`src/rtl/status_reporter_if.sv`:
```
// rtl/status_reporter_if.sv - byte-level handshake between status_reporter and the uart transmitter
interface status_reporter_if;
  logic       transmit;
  logic [7:0] tx_byte;
  logic       is_transmitting;

  modport master (output transmit, output tx_byte, input is_transmitting);
  modport slave  (input transmit, input tx_byte, output is_transmitting);
endinterface

```
`src/rtl/status_reporter.sv`:
```
// rtl/status_reporter.sv - formats game status / game-over as 12-byte ASCII lines for the uart
module status_reporter #(
  parameter int CD_W      = 8,
  parameter int RATE_TICK = 10_000_000,
  parameter int GUARD     = 4
) (
  input  logic                clk,
  input  logic                reset,
  input  logic                start,
  input  logic                over,
  input  logic [15:0]         score,
  input  logic [CD_W-1:0]     count_down,
  status_reporter_if.master   uart,
  output logic                busy,
  output logic [15:0]         sent_count
);

  localparam int RW = $clog2(RATE_TICK + 1);
  localparam int CW = (CD_W > 10) ? CD_W : 10;
  localparam int GW = $clog2(GUARD + 1);
  localparam logic [RW-1:0] RATE_MAX = RW'(RATE_TICK);

  typedef enum logic [2:0] {IDLE, CONV, SEND, WAIT_HI, WAIT_LO} state_t;

  state_t          state, next;
  logic            prev_over, over_pending, status_pending;
  logic [RW-1:0]   rate_cnt;
  logic [15:0]     last_score;
  logic [CD_W-1:0] last_cd;
  logic            line_over;
  logic [3:0]      idx;
  logic [9:0]      cd_work;
  logic [3:0]      h_dig, t_dig;
  logic [GW-1:0]   guard_cnt;
  logic [CW-1:0]   cd_wide;
  logic [7:0]      line_byte;
  logic            over_rise, status_change;
  logic            leave_over, leave_status, fire;

  function automatic logic [7:0] bcd_char(input logic [3:0] n);
    return (n > 4'd9) ? 8'h3F : {4'h3, n};
  endfunction

  assign over_rise     = over & ~prev_over;
  assign status_change = start & ~over & ((score != last_score) | (count_down != last_cd));
  assign cd_wide       = CW'(count_down);
  assign busy          = (state != IDLE);

  always_ff @(posedge clk) begin
    if (reset) state <= IDLE;
    else       state <= next;
  end

  always_comb begin
    next         = state;
    leave_over   = 1'b0;
    leave_status = 1'b0;
    fire         = 1'b0;
    case (state)
      IDLE: begin
        if (over_pending) begin
          leave_over = 1'b1;
          next       = CONV;
        end else if (status_pending && rate_cnt == RATE_MAX) begin
          leave_status = 1'b1;
          next         = CONV;
        end
      end
      CONV: begin
        if (cd_work < 10'd10) next = SEND;
      end
      SEND: begin
        if (!uart.is_transmitting) begin
          fire = 1'b1;
          next = WAIT_HI;
        end
      end
      WAIT_HI: begin
        if (uart.is_transmitting || guard_cnt == GW'(GUARD - 1)) next = WAIT_LO;
      end
      WAIT_LO: begin
        if (!uart.is_transmitting) next = (idx == 4'd11) ? IDLE : SEND;
      end
      default: next = IDLE;
    endcase
  end

  // Byte selection from the snapshot; digits come from the finished conversion.
  always_comb begin
    line_byte = 8'h00;
    if (line_over) begin
      case (idx)
        4'd0:    line_byte = "O";
        4'd1:    line_byte = "V";
        4'd2:    line_byte = "E";
        4'd3:    line_byte = "R";
        4'd4:    line_byte = " ";
        4'd5:    line_byte = "S";
        4'd6:    line_byte = bcd_char(last_score[15:12]);
        4'd7:    line_byte = bcd_char(last_score[11:8]);
        4'd8:    line_byte = bcd_char(last_score[7:4]);
        4'd9:    line_byte = bcd_char(last_score[3:0]);
        4'd10:   line_byte = 8'h0D;
        4'd11:   line_byte = 8'h0A;
        default: line_byte = 8'h00;
      endcase
    end else begin
      case (idx)
        4'd0:    line_byte = "S";
        4'd1:    line_byte = bcd_char(last_score[15:12]);
        4'd2:    line_byte = bcd_char(last_score[11:8]);
        4'd3:    line_byte = bcd_char(last_score[7:4]);
        4'd4:    line_byte = bcd_char(last_score[3:0]);
        4'd5:    line_byte = " ";
        4'd6:    line_byte = "T";
        4'd7:    line_byte = bcd_char(h_dig);
        4'd8:    line_byte = bcd_char(t_dig);
        4'd9:    line_byte = bcd_char(cd_work[3:0]);
        4'd10:   line_byte = 8'h0D;
        4'd11:   line_byte = 8'h0A;
        default: line_byte = 8'h00;
      endcase
    end
  end

  always_ff @(posedge clk) begin
    if (reset) begin
      prev_over      <= 1'b0;
      over_pending   <= 1'b0;
      status_pending <= 1'b0;
      rate_cnt       <= RATE_MAX;
      last_score     <= '0;
      last_cd        <= '0;
      line_over      <= 1'b0;
      idx            <= '0;
      cd_work        <= '0;
      h_dig          <= '0;
      t_dig          <= '0;
      guard_cnt      <= '0;
      uart.transmit  <= 1'b0;
      uart.tx_byte   <= 8'h00;
      sent_count     <= 16'h0000;
    end else begin
      prev_over <= over;

      if (over_rise)       over_pending <= 1'b1;
      else if (leave_over) over_pending <= 1'b0;

      // The value that triggered a served line is the one snapshotted, so clearing wins here.
      if (over_rise || leave_status) status_pending <= 1'b0;
      else if (status_change)        status_pending <= 1'b1;

      if (leave_status)           rate_cnt <= '0;
      else if (rate_cnt != RATE_MAX) rate_cnt <= rate_cnt + RW'(1);

      if (leave_over || leave_status) begin
        last_score <= score;
        last_cd    <= count_down;
        line_over  <= leave_over;
        idx        <= 4'd0;
        h_dig      <= 4'd0;
        t_dig      <= 4'd0;
        cd_work    <= (cd_wide > CW'(999)) ? 10'd999 : cd_wide[9:0];
      end

      if (state == CONV) begin
        if (cd_work >= 10'd100) begin
          cd_work <= cd_work - 10'd100;
          h_dig   <= h_dig + 4'd1;
        end else if (cd_work >= 10'd10) begin
          cd_work <= cd_work - 10'd10;
          t_dig   <= t_dig + 4'd1;
        end
      end

      if (fire) begin
        uart.transmit <= 1'b1;
        uart.tx_byte  <= line_byte;
        guard_cnt     <= '0;
      end else begin
        uart.transmit <= 1'b0;
      end

      if (state == WAIT_HI && next == WAIT_HI) guard_cnt <= guard_cnt + GW'(1);

      if (state == WAIT_LO && !uart.is_transmitting) begin
        if (idx == 4'd11) sent_count <= sent_count + 16'd1;
        else              idx        <= idx + 4'd1;
      end
    end
  end

endmodule

```
`src/flat_wrapper.sv`:
```
// flat-port wrapper written by rule: the top's interface ports become plain ports
module status_reporter_flat 
#(
  parameter int CD_W      = 8,
  parameter int RATE_TICK = 10_000_000,
  parameter int GUARD     = 4
)
  (clk, reset, start, over, score, count_down, busy, sent_count, uart_transmit, uart_tx_byte, uart_is_transmitting);
  status_reporter_if uart_i ();
  input  logic clk;
  input  logic reset;
  input  logic start;
  input  logic over;
  input  logic [15:0] score;
  input  logic [CD_W-1:0] count_down;
  output logic busy;
  output logic [15:0] sent_count;
  output wire logic [$bits(uart_i.transmit)-1:0] uart_transmit;
  output wire logic [$bits(uart_i.tx_byte)-1:0] uart_tx_byte;
  input wire logic [$bits(uart_i.is_transmitting)-1:0] uart_is_transmitting;
  assign uart_transmit = uart_i.transmit;
  assign uart_tx_byte = uart_i.tx_byte;
  assign uart_i.is_transmitting = uart_is_transmitting;
  status_reporter #(.CD_W(CD_W), .RATE_TICK(RATE_TICK), .GUARD(GUARD)) u_core (.clk(clk), .reset(reset), .start(start), .over(over), .score(score), .count_down(count_down), .uart(uart_i), .busy(busy), .sent_count(sent_count));
endmodule
```
`config.mk`:
```
export PLATFORM = sky130hd
export DESIGN_NAME = status_reporter_flat
export DESIGN_NICKNAME = d
export VERILOG_FILES = /design/src/rtl/status_reporter_if.sv /design/src/rtl/status_reporter.sv /design/src/flat_wrapper.sv
export SDC_FILE = /design/constraint.sdc
export NUM_CORES = 1
export LEC_CHECK = 0
export ABC_CLOCK_PERIOD_IN_PS = 2700
export BUFFER_PORTS_ARGS = -buffer_cell sky130_fd_sc_hd__buf_2
export CELL_PAD_IN_SITES_DETAIL_PLACEMENT = 1
export CELL_PAD_IN_SITES_GLOBAL_PLACEMENT = 1
export CORE_UTILIZATION = 45
export CTS_BUF_LIST = sky130_fd_sc_hd__clkbuf_16
export DETAILED_ROUTE_END_ITERATION = 7
export PLACE_DENSITY = 0.82
export SYNTH_ARGS = -nofsm -noshare
export SYNTH_HDL_FRONTEND = slang
export SYNTH_SLANG_ARGS = --single-unit
```
`constraint.sdc`:
```
create_clock -name clk -period 2.7 [get_ports clk]
set_input_delay 0.405 -clock clk [delete_from_list [all_inputs] [get_ports clk]]
set_output_delay 0.405 -clock clk [all_outputs]
set_load 0.1 [all_outputs]
```
==> results.md <==
- Status: completed
- Worst R2R Start: u_core.cd_work[2]
- Vias in the first global route: 5,822
- Layout cell share with drive strength beyond 1: 0.128
- DRC errors left: 0
- Fmax: 403 MHz
- Area of the mapped netlist: 0.00593 mm2
- Setup crit start: u_core.cd_work[2]
- Initial Utilization: 0.466
- Hold path cells: 3
- CP Class: flop to flop
- Dpl cell area: 0.00639 mm2
- Tightest Pin Transition: 0.684 ns
- Dpl hpwl: 13,200 um
- Worst reg2reg path depth: 7
- # H-tree levels: 3
- Post-CTS Setup Bufs: 0
- Mapped Cells: 753
- Worst vdd ir: 0.491 mV
- Worst Path Buf+Inv: 1
- Syn-to-layout area delta: 12.1%
- HP Class: input pin to flop
- Worst flop-to-flop path endpoint: u_core.cd_work[8]
- Power density over the cells: 838 mW/mm2
- P_sw: 2350 uW
- Core ar.: 0.0127 mm2
- DR iter-0 viols: 312
- IO Count: 55
- Worst Setup Slack, final: 0.220 ns
- Worst EP required: 2.97 ns
- EDFF count, synth: 0
- Ys async rst share: 0
- Syn_area_per_cell: 7.87 um2
- Hold_sp: score[6]
- Post-synth top flop: dfxtp_1
- Worst path top cell family by delay: compound AO/OA/AOI/OAI gates
- Relative slew slack: 0.538
- Die H: 117 um
- Hold endpoint: u_core.last_score[6]
- Clock-pin slew on the worst setup and hold paths: 0.07 ns
- Clock tree buffer depth: 2
- IO Port Bufs: 53
- Period utilization: 0.919
- First-pass DRT Iterations: 5
- Crit path time final: 2.48 ns
- Final Max Slew Viols: 0
- Setup TNS: 0 ns
- First-pass GRT wire length: 29,100 um
- CTS sink cnt: 104
- # hold bufs at CTS: 0
- Pre-CTS WS: 0.244 ns
- Overall power: 5570 uW
- Hold Vio Cnt, Final: 0
- Post-synth top area share: 0.351
- CTS root buffer: clkbuf_16
- Antenna Cells: 0
- Clock latency on the worst-skew pair: 0.35 ns
- # rows: 41
- Final Setup Violations: 0
- Wire length per cell after detailed routing: 18.4 um
- Sw Ratio: 0.421
- Max_cap viols: 0
- GRT overflow: 0
- Clock share of power: 0.215
- Via density: 5.89
- Post-layout net count: 841
- CTS tree: yes
- Crit path max fanout: 6
- Die ar.: 0.0136 mm2
- Clk_skew: 0.00666 ns
- Critical path launch point type: flop
- Antenna viol nets, final: 0
- Worst Setup End Kind: flop
- Sequential power share: 0.374
- Wirelength, routed: 17,800 um
- GPL Wtd Cong: 0.890
- Die width: 117 um
- Largest net degree at the start of global routing: 36
- CTS buffer count: 9
- GRT Resource Usage Total: 0.277
- Pint: 3220 uW
- Via count: 5,691
- Ys Warns: 0
- Delay of the slowest critical-path stage: 0.50 ns
- Reg2reg setup slack: 0.22 ns
- Crit path cell chain: inv_1 > ha_1 > a2111o_1 > or2_2 > a2111oi_0 > o21ai_0 > a211oi_1
- Synth area leader: dfxtp_1
- Area contributors post-synth: dfxtp_1 (35%), a21oi_1 (6.5%), xor2_1 (6.1%)
- Post-synthesis register bit count: 104
- Post-route design area: 0.00665 mm2
- CP max-delay cell: a2111o_1
- Leak: 0.00256 uW
- WP data arrival: 2.75 ns
- Sequential share of the synthesized area: 0.351
- Post-Syn Nets: 803
- RSZ-0062 raised after global routing: no
- Combinational share of power: 0.411
- Yosys cell types: 66
- Initial antenna violation count: 0
[cell usage in the layout (no fill, tap or decap), types with 21 or more instances in the layout]
master,synthesis,final
a21oi_1,77,77
buf_2,8,53
dfxtp_1,104,104
ha_1,21,21
inv_1,20,22
nand2_1,80,80
nand3_1,30,30
nor2_1,92,91
o21ai_0,22,22
xor2_1,41,41
[per-layer routing]
layer | global-route usage | wire length, um | vias to the layer above | part of all wire
met2 | 0.465 | 8620 | 133 | 0.48
met4 | 0.120 | 535 | 0 | 0.030
met1 | 0.346 | 7900 | 2795 | 0.44
li1 | - | - | 2727 | -
met5 | 0 | 0 | - | 0
met3 | 0.0536 | 751 | 36 | 0.042
[power groups by stage]
stage / combinational (uW) / sequential [uW] / clock (uW)
2_1_floorplan: 1630 / 2090 / 0
3_3_place_gp: 2170 / 2090 / 0
3_5_place_dp: 2260 / 2110 / 0
4_1_cts: 2290 / 2070 / 1230
5_1_grt: 2490 / 2120 / 1280
6_report: 2290 / 2080 / 1200
[cells by family after synthesis]
family                   synth area share
AND/OR/NAND/NOR                     0.273
flip-flops                          0.351
multiplexers                      0.00697
buffers and inverters              0.0456
adder cells (fa/ha/maj)            0.0443
XOR/XNOR                           0.0901
AO/OA/AOI/OAI                       0.188
other                            0.000633
[through the flow]
step | hold WS, ns | cells | utilization
floorplan | 0.435 | 753 | -
global placement | 0.452 | 952 | 0.502
detailed placement | 0.469 | 952 | 0.502
CTS | 0.302 | 967 | 0.522
global route | 0.306 | 967 | 0.522
finish | 0.306 | 967 | 0.522
[cell type report]
class	instances	area [um2]
timing repair buffer	72	433
sequential	104	2080
inverter	21	78.8
fill	1615	6080
tap	172	215
clock buffer	9	225
clock inverter	6	30.0
multi-input combinational	583	3580
[tightest hold or removal path, delay by kind of cell]
| kind | cells | cell delay (ns) |
|---|---|---|
| buf+inv | 1 | 0.11 |
| compound gates | 1 | 0.05 |
| simple gates | 1 | 0.05 |
[worst max path at each step]
stage                                  endpoint  cells after the start
final                         u_core.cd_work[8]                      7
after global routing          u_core.cd_work[8]                      7
after CTS                     u_core.cd_work[8]                      7
after detailed placement      u_core.cd_work[4]                      7
after global placement      u_core.rate_cnt[19]                      8
after floorplan           u_core.sent_count[10]                      5
[flip-flops by register name, summed over array words and instances (netlist names), 4 cells and up]
register,count
u_core.cd_work,10
u_core.last_score,16
u_core.last_cd,8
u_core.uart.tx_byte,7
u_core.t_dig,4
u_core.rate_cnt,24
u_core.idx,4
u_core.h_dig,4
u_core.sent_count,16
[what timing repair did]
item                                    4_1_cts  5_1_grt
gates resized for setup                       0        1
hold endpoints to repair                      0        0
endpoints found under the setup margin        0        1
[cell usage after synthesis (5+ instances only)]
cell type,number
nand3_1,30
nand2b_1,10
a21oi_1,77
dfxtp_1,104
a21o_1,6
a31oi_1,10
nand2_1,80
clkbuf_1,32
and3_1,6
o21ai_0,22
and2_1,7
a211oi_1,9
nand4_1,13
nor2b_1,10
nor3_1,19
nor2_1,92
inv_1,20
a22oi_1,6
buf_2,8
xor2_1,41
xnor2_1,20
o211ai_1,5
nor4_1,10
ha_1,21
o22ai_1,7
o21bai_1,9
or3_1,8
Note: power is estimated with default switching activity, not from simulation.
